==> config.mk <==
export PLATFORM = sky130hd
export DESIGN_NAME = xswitch_ingress_tx
export DESIGN_NICKNAME = d
export VERILOG_FILES = /design/src/rtl/xswitch_pkg.sv /design/src/rtl/xswitch_fifo.sv /design/src/rtl/xswitch_ingress_tx.sv
export SDC_FILE = /design/constraint.sdc
export NUM_CORES = 1
export LEC_CHECK = 0
export ABC_AREA = 1
export CORE_ASPECT_RATIO = 1.1
export CORE_MARGIN = 4
export CORE_UTILIZATION = 55
export CTS_CLUSTER_DIAMETER = 50
export DETAILED_ROUTE_END_ITERATION = 10
export GPL_TIMING_DRIVEN = 0
export PLACE_DENSITY = 0.9
export SLEW_MARGIN = 25
export SYNTH_ARGS = -nofsm -noshare
export SYNTH_HDL_FRONTEND = slang
export SYNTH_SLANG_ARGS = --single-unit
==> constraint.sdc <==
create_clock -name clk -period 2.4 [get_ports clk]
set_input_delay 0.36 -clock clk [delete_from_list [all_inputs] [get_ports clk]]
set_output_delay 0.36 -clock clk [all_outputs]
set_load 0.005 [all_outputs]
==> src/rtl/xswitch_pkg.sv <==
// Shared types for the xswitch ingress transmitter: default port widths,
// the buffered packet record and the transmit FSM states.
package xswitch_pkg;

    localparam int DEFAULT_DATA_W = 8;
    localparam int DEFAULT_ADDR_W = 2;

    typedef struct packed {
        logic [DEFAULT_ADDR_W-1:0] addr;
        logic [DEFAULT_DATA_W-1:0] data;
    } pkt_t;

    typedef enum logic [1:0] {
        IDLE,
        SEND,
        DROP
    } tx_state_t;

endpackage

==> src/rtl/xswitch_fifo.sv <==
// Single-clock FIFO of packet records; the head is visible on rd_item
// whenever the FIFO is not empty.
module xswitch_fifo
    import xswitch_pkg::*;
#(
    parameter int  DEPTH  = 4,
    parameter type item_t = pkt_t
) (
    input  logic                   clk,
    input  logic                   reset,
    input  logic                   wr_en,
    input  item_t                  wr_item,
    input  logic                   rd_en,
    output item_t                  rd_item,
    output logic                   full,
    output logic                   empty,
    output logic [$clog2(DEPTH):0] level
);

    localparam int PTR_W = $clog2(DEPTH);

    item_t            mem [DEPTH];
    logic [PTR_W-1:0] wr_ptr;
    logic [PTR_W-1:0] rd_ptr;
    logic             do_wr;
    logic             do_rd;

    assign full    = (level == ($clog2(DEPTH) + 1)'(DEPTH));
    assign empty   = (level == '0);
    assign do_wr   = wr_en && !full;
    assign do_rd   = rd_en && !empty;
    assign rd_item = mem[rd_ptr];

    // Storage carries no reset; only the pointers and level define validity.
    always_ff @(posedge clk) begin
        if (do_wr) begin
            mem[wr_ptr] <= wr_item;
        end
    end

    always_ff @(posedge clk or negedge reset) begin
        if (!reset) begin
            wr_ptr <= '0;
            rd_ptr <= '0;
            level  <= '0;
        end else begin
            if (do_wr) begin
                wr_ptr <= wr_ptr + 1'b1;
            end
            if (do_rd) begin
                rd_ptr <= rd_ptr + 1'b1;
            end
            if (do_wr && !do_rd) begin
                level <= level + 1'b1;
            end else if (do_rd && !do_wr) begin
                level <= level - 1'b1;
            end
        end
    end

endmodule

==> src/rtl/xswitch_ingress_tx.sv <==
// xswitch ingress transmitter: buffers host packets and presents them to one
// switch ingress port, dropping any packet stalled for TIMEOUT cycles.
module xswitch_ingress_tx
    import xswitch_pkg::*;
#(
    parameter int DATA_W  = DEFAULT_DATA_W,
    parameter int ADDR_W  = DEFAULT_ADDR_W,
    parameter int DEPTH   = 4,
    parameter int TIMEOUT = 16,
    parameter int CNT_W   = 16
) (
    input  logic                   clk,
    input  logic                   reset,
    input  logic                   push_valid,
    output logic                   push_ready,
    input  logic [ADDR_W-1:0]      push_addr,
    input  logic [DATA_W-1:0]      push_data,
    output logic                   valid_in,
    output logic [ADDR_W-1:0]      addr_in,
    output logic [DATA_W-1:0]      data_in,
    input  logic                   rcv_rdy,
    output logic                   drop_pulse,
    output logic [CNT_W-1:0]       sent_count,
    output logic [CNT_W-1:0]       drop_count,
    output logic [$clog2(DEPTH):0] fifo_level
);

    localparam int STALL_W = (TIMEOUT > 0) ? $clog2(TIMEOUT + 1) : 1;
    localparam logic [STALL_W-1:0] STALL_LAST =
        (TIMEOUT > 0) ? STALL_W'(TIMEOUT - 1) : '0;

    typedef struct packed {
        logic [ADDR_W-1:0] addr;
        logic [DATA_W-1:0] data;
    } port_pkt_t;

    tx_state_t         state;
    tx_state_t         state_next;
    port_pkt_t         out_pkt;
    port_pkt_t         push_pkt;
    port_pkt_t         fifo_head;
    logic [STALL_W-1:0] stall_cnt;
    logic              fifo_full;
    logic              fifo_empty;
    logic              fifo_wr;
    logic              push_acc;
    logic              pop;
    logic              bypass;
    logic              transfer;
    logic              timeout_hit;

    assign push_pkt    = {push_addr, push_data};
    assign push_ready  = !fifo_full;
    assign push_acc    = push_valid && !fifo_full;
    assign transfer    = (state == SEND) && rcv_rdy;
    assign timeout_hit = (TIMEOUT != 0) && (stall_cnt == STALL_LAST);
    assign fifo_wr     = push_acc && !bypass;

    xswitch_fifo #(
        .DEPTH  (DEPTH),
        .item_t (port_pkt_t)
    ) u_fifo (
        .clk     (clk),
        .reset   (reset),
        .wr_en   (fifo_wr),
        .wr_item (push_pkt),
        .rd_en   (pop),
        .rd_item (fifo_head),
        .full    (fifo_full),
        .empty   (fifo_empty),
        .level   (fifo_level)
    );

    always_ff @(posedge clk or negedge reset) begin
        if (!reset) begin
            state <= IDLE;
        end else begin
            state <= state_next;
        end
    end

    // A push may skip the FIFO only when the output register is being
    // vacated and nothing older is waiting; a DROP cycle never bypasses.
    always_comb begin
        state_next = state;
        pop        = 1'b0;
        bypass     = 1'b0;
        unique case (state)
            IDLE: begin
                if (!fifo_empty) begin
                    pop        = 1'b1;
                    state_next = SEND;
                end else if (push_acc) begin
                    bypass     = 1'b1;
                    state_next = SEND;
                end
            end
            SEND: begin
                if (rcv_rdy) begin
                    if (!fifo_empty) begin
                        pop = 1'b1;
                    end else if (push_acc) begin
                        bypass = 1'b1;
                    end else begin
                        state_next = IDLE;
                    end
                end else if (timeout_hit) begin
                    state_next = DROP;
                end
            end
            DROP: begin
                if (!fifo_empty) begin
                    pop        = 1'b1;
                    state_next = SEND;
                end else begin
                    state_next = IDLE;
                end
            end
            default: state_next = IDLE;
        endcase
    end

    always_comb begin
        valid_in   = (state == SEND);
        drop_pulse = (state == DROP);
        addr_in    = out_pkt.addr;
        data_in    = out_pkt.data;
    end

    always_ff @(posedge clk or negedge reset) begin
        if (!reset) begin
            out_pkt    <= '0;
            stall_cnt  <= '0;
            sent_count <= '0;
            drop_count <= '0;
        end else begin
            if (pop) begin
                out_pkt <= fifo_head;
            end else if (bypass) begin
                out_pkt <= push_pkt;
            end else if (state_next != SEND) begin
                out_pkt <= '0;
            end
            if ((state == SEND) && !rcv_rdy && !timeout_hit) begin
                stall_cnt <= stall_cnt + 1'b1;
            end else begin
                stall_cnt <= '0;
            end
            if (transfer) begin
                sent_count <= sent_count + 1'b1;
            end
            if (state == DROP) begin
                drop_count <= drop_count + 1'b1;
            end
        end
    end

endmodule

==> summary.md <==
| Metric | Value |
|---|---|
| Status | `finished clean` |
| # rows | `34` |
| Core ar. | `0.00787 mm2` |
| GRT Total Usage | `22.0%` |
| Largest family of logic cells by synthesized area | `simple AND/OR/NAND/NOR gates` |
| Final Max Tran Viols | `0` |
| Synthesized area | `0.00443 mm2` |
| Util after Layout | `69.0%` |
| DIE AREA | `0.00955 mm2` |
| Leakage | `2.27 nW` |
| Root Driver | `clkbuf_8` |
| Placed cell areas | `0.00520 mm2` |
| Clock Latency Late Sink | `0.37 ns` |
| Post-Route WL | `9810 um` |
| Ordered cell list for the critical path | `inv_2, nand2_1, a21oi_1, nand2_1, nand2_2, inv_1, ha_1, inv_1, fa_1, a21oi_1, o21ai_0, xnor2_1` |
| Die Height | `102 um` |
| Synth-to-Final Area Change | `22.5%` |
| Reg clk slew, reported paths | `0.10 ns` |
| CTS max path bufs | `2` |
| Worst Hold Class | `in -> async` |
| Final setup vio count | `0` |
| Drt drc | `0` |
| Vias per cell | `5.26` |
| Simple-gate share of the synthesized area | `23.0%` |
| Synth Area in XOR/XNOR | `3.96%` |
| Avg Cell Area, Syn | `9.46 um2` |
| Die Width | `93.6 um` |
| Worst Tran Pin Value | `0.963 ns` |
| CP Data Required Time | `2.66 ns` |
| Starting density of the core | `56.3%` |
| First-pass GRT wire length | `16200 um` |
| Final Hold Vio Count | `0` |
| Routability Congestion | `0.851` |
| IO Count | `62` |
| Post-synth cell types | `32` |
| Synth Area in Adders | `3.00%` |
| Mux cell area share after synthesis | `0%` |
| Worst stage delay on the critical path | `0.45 ns` |
| Worst Path Arrival | `2.40 ns` |
| Worst setup EP type | `register` |
| Buffers on Ports | `61` |
| Power density over cell area | `939 mW/mm2` |
| Layout cells sized above 1 | `8.59%` |
| Detailed Route Iter0 Violations | `168` |
| Worst path slowest cell | `dfrtp_1` |
| Reg area | `0.00260 mm2` |
| Relative slew margins | `35.6%` |
| Commonest non-fill, non-tap cell in the layout | `nand2_1` |
| Design area | `0.00543 mm2` |
| Maximum VDD drop | `0.000634 V` |
| Setup CP Type | `reg -> reg` |
| Post-DP HPWL | `6830 um` |
| Setup Fix Bufs, Post-CTS | `0` |
| Post-Syn Nets | `492` |
| Max-cap violations | `0` |
| Most frequent cells in the layout | `nand2_1 (123), clkdlybuf4s50_1 (59), nor2_1 (56)` |
| DR vias | `3443` |
| Drt wl/cell | `15.0 um` |
| Detail Route Antenna Nets | `0` |
| H-tree level count | `3` |
| Sequential area share after synthesis | `58.8%` |
| Synth Area in Compound Gates | `6.13%` |
| Reg2reg start | `state[1]$_DFF_PN0_` |
| Setup Skew | `0.0145 ns` |
| Initial antenna violation count | `0` |
| CP startpoint | `state[1]$_DFF_PN0_` |
| Vias in the first global route | `3471` |
| Crit path launch type | `register` |
| Global route total overflow | `0` |
| Critical path peak fanout | `6` |
| Part of the cycle the worst path needs | `89.5%` |
| Most common flop cell mapped by yosys | `dfrtp_1` |
| Setup total negative slack | `0 ns` |
| CTS tree | `built` |
| Multi-input logic area | `0.00160 mm2` |
| Pin count of the biggest net entering global routing | `49` |
| Max Fclk | `466 MHz` |
| RSZ-0062 raised after global routing | `false` |
| TritonRoute pass-1 iters | `4` |
| FF+latch count, synth | `96` |
| CTS Buf Count | `9` |
| Fillers | `591` |
| Post-synthesis cell count | `468` |
| # nets final | `566` |
| CTS sink count | `96` |
| Diode count | `0` |
| Async set or reset register ratio after synthesis | `58.3%` |
| Number of flops mapped to enable cells by yosys | `40` |
| Final min period | `2.15 ns` |
| Synthesis Warnings | `0` |
logic make-up (layout without fill, tap and decap cells):
family	Yosys count	in the layout
xor+xnor	20	20
simple gates	233	233
buf+inv	59	138
flops	96	96
compound gates	50	50
fa+ha+maj	10	10
state kept, by name, summed over array words and instances (netlist names):
name,count
addr_in,2
data_in,8
drop_count,16
sent_count,16
stall_cnt,5
state,2
u_fifo.level,3
u_fifo.mem,40
u_fifo.rd_ptr,2
u_fifo.wr_ptr,2
final cells by class:
class                           instances  area share [%]
Sequential cell                        96            48.0
Tap cell                              108            2.49
Clock buffer                            9            2.28
Multi-Input combinational cell        313            29.6
Timing Repair Buffer                   63            11.9
Inverter                               51            3.53
Buffer                                  8           0.646
Clock inverter                          7            1.57
path summary, 6_finish.rpt:
check                                                   end  slack [ns]  depth (start not counted)
worst max-delay path            u_fifo.level[2]$_DFFE_PN0P_        0.25                         12
worst min-delay path                 addr_in[0]$_DFFE_PN0P_        0.36                          2
worst max register to register  u_fifo.level[2]$_DFFE_PN0P_        0.25                         12
worst min register to register       stall_cnt[0]$_DFF_PN0_        0.46                          1
max in group asynchronous         sent_count[6]$_DFFE_PN0P_        1.54                          3
min in group clk                         state[1]$_DFF_PN0_        0.38                          2
worst max-delay path, delay by kind of cell, from the launching register on:
kind / cells / cell delay [ns]
AO/OA/AOI/OAI: 3 / 0.32
flip-flops: 1 / 0.45
adder cells (fa/ha/maj): 2 / 0.53
AND/OR/NAND/NOR: 3 / 0.32
XOR/XNOR: 1 / 0.15
buffers and inverters: 3 / 0.27
timing repair:
| item | 4_1_cts | 5_1_grt |
|---|---|---|
| setup endpoints to repair | 0 | 2 |
| hold buffers | 1 | 0 |
| gates resized for setup | 0 | 3 |
| hold endpoints to repair | 8 | 0 |
per-stage QoR:
stage	hold WS, ns	total power, W	setup WS, ns	std cells
after floorplan	0.0644	0.00324	0.452	468
after global placement	0.444	0.00389	-0.879	637
after detailed placement	0.212	0.00401	-0.252	638
after CTS	0.353	0.00511	0.128	655
after global routing	0.346	0.00543	0.0324	655
final	0.359	0.00510	0.252	655
power by group:
part	total [W]	internal [W]	switching [W]	leakage [nW]
logic	0.00166	0.000706	0.000954	1.09
registers	0.00233	0.00208	0.000245	1.08
clock network	0.00111	0.000503	0.000607	0.100
synthesized netlist by cell type (all sizes together) (5+ instances only):
cell type,count,area (um2)
nand2,128,498
o22ai,10,62.6
ha,9,113
dfrtp,56,1400
clkbuf,5,18.8
inv,49,184
xnor2,9,78.8
edfxtp,40,1200
nor3,8,60.1
xor2,11,96.3
nor2,65,282
nand3,26,140
o21ai,34,174
layer usage:
layer  global-route usage (%)  wire, um
met1                     27.2      3960
met2                     39.2      5100
met3                     4.20       604
met4                     7.11       138
met5                        0         0
Power figures use the tool's default switching activity.
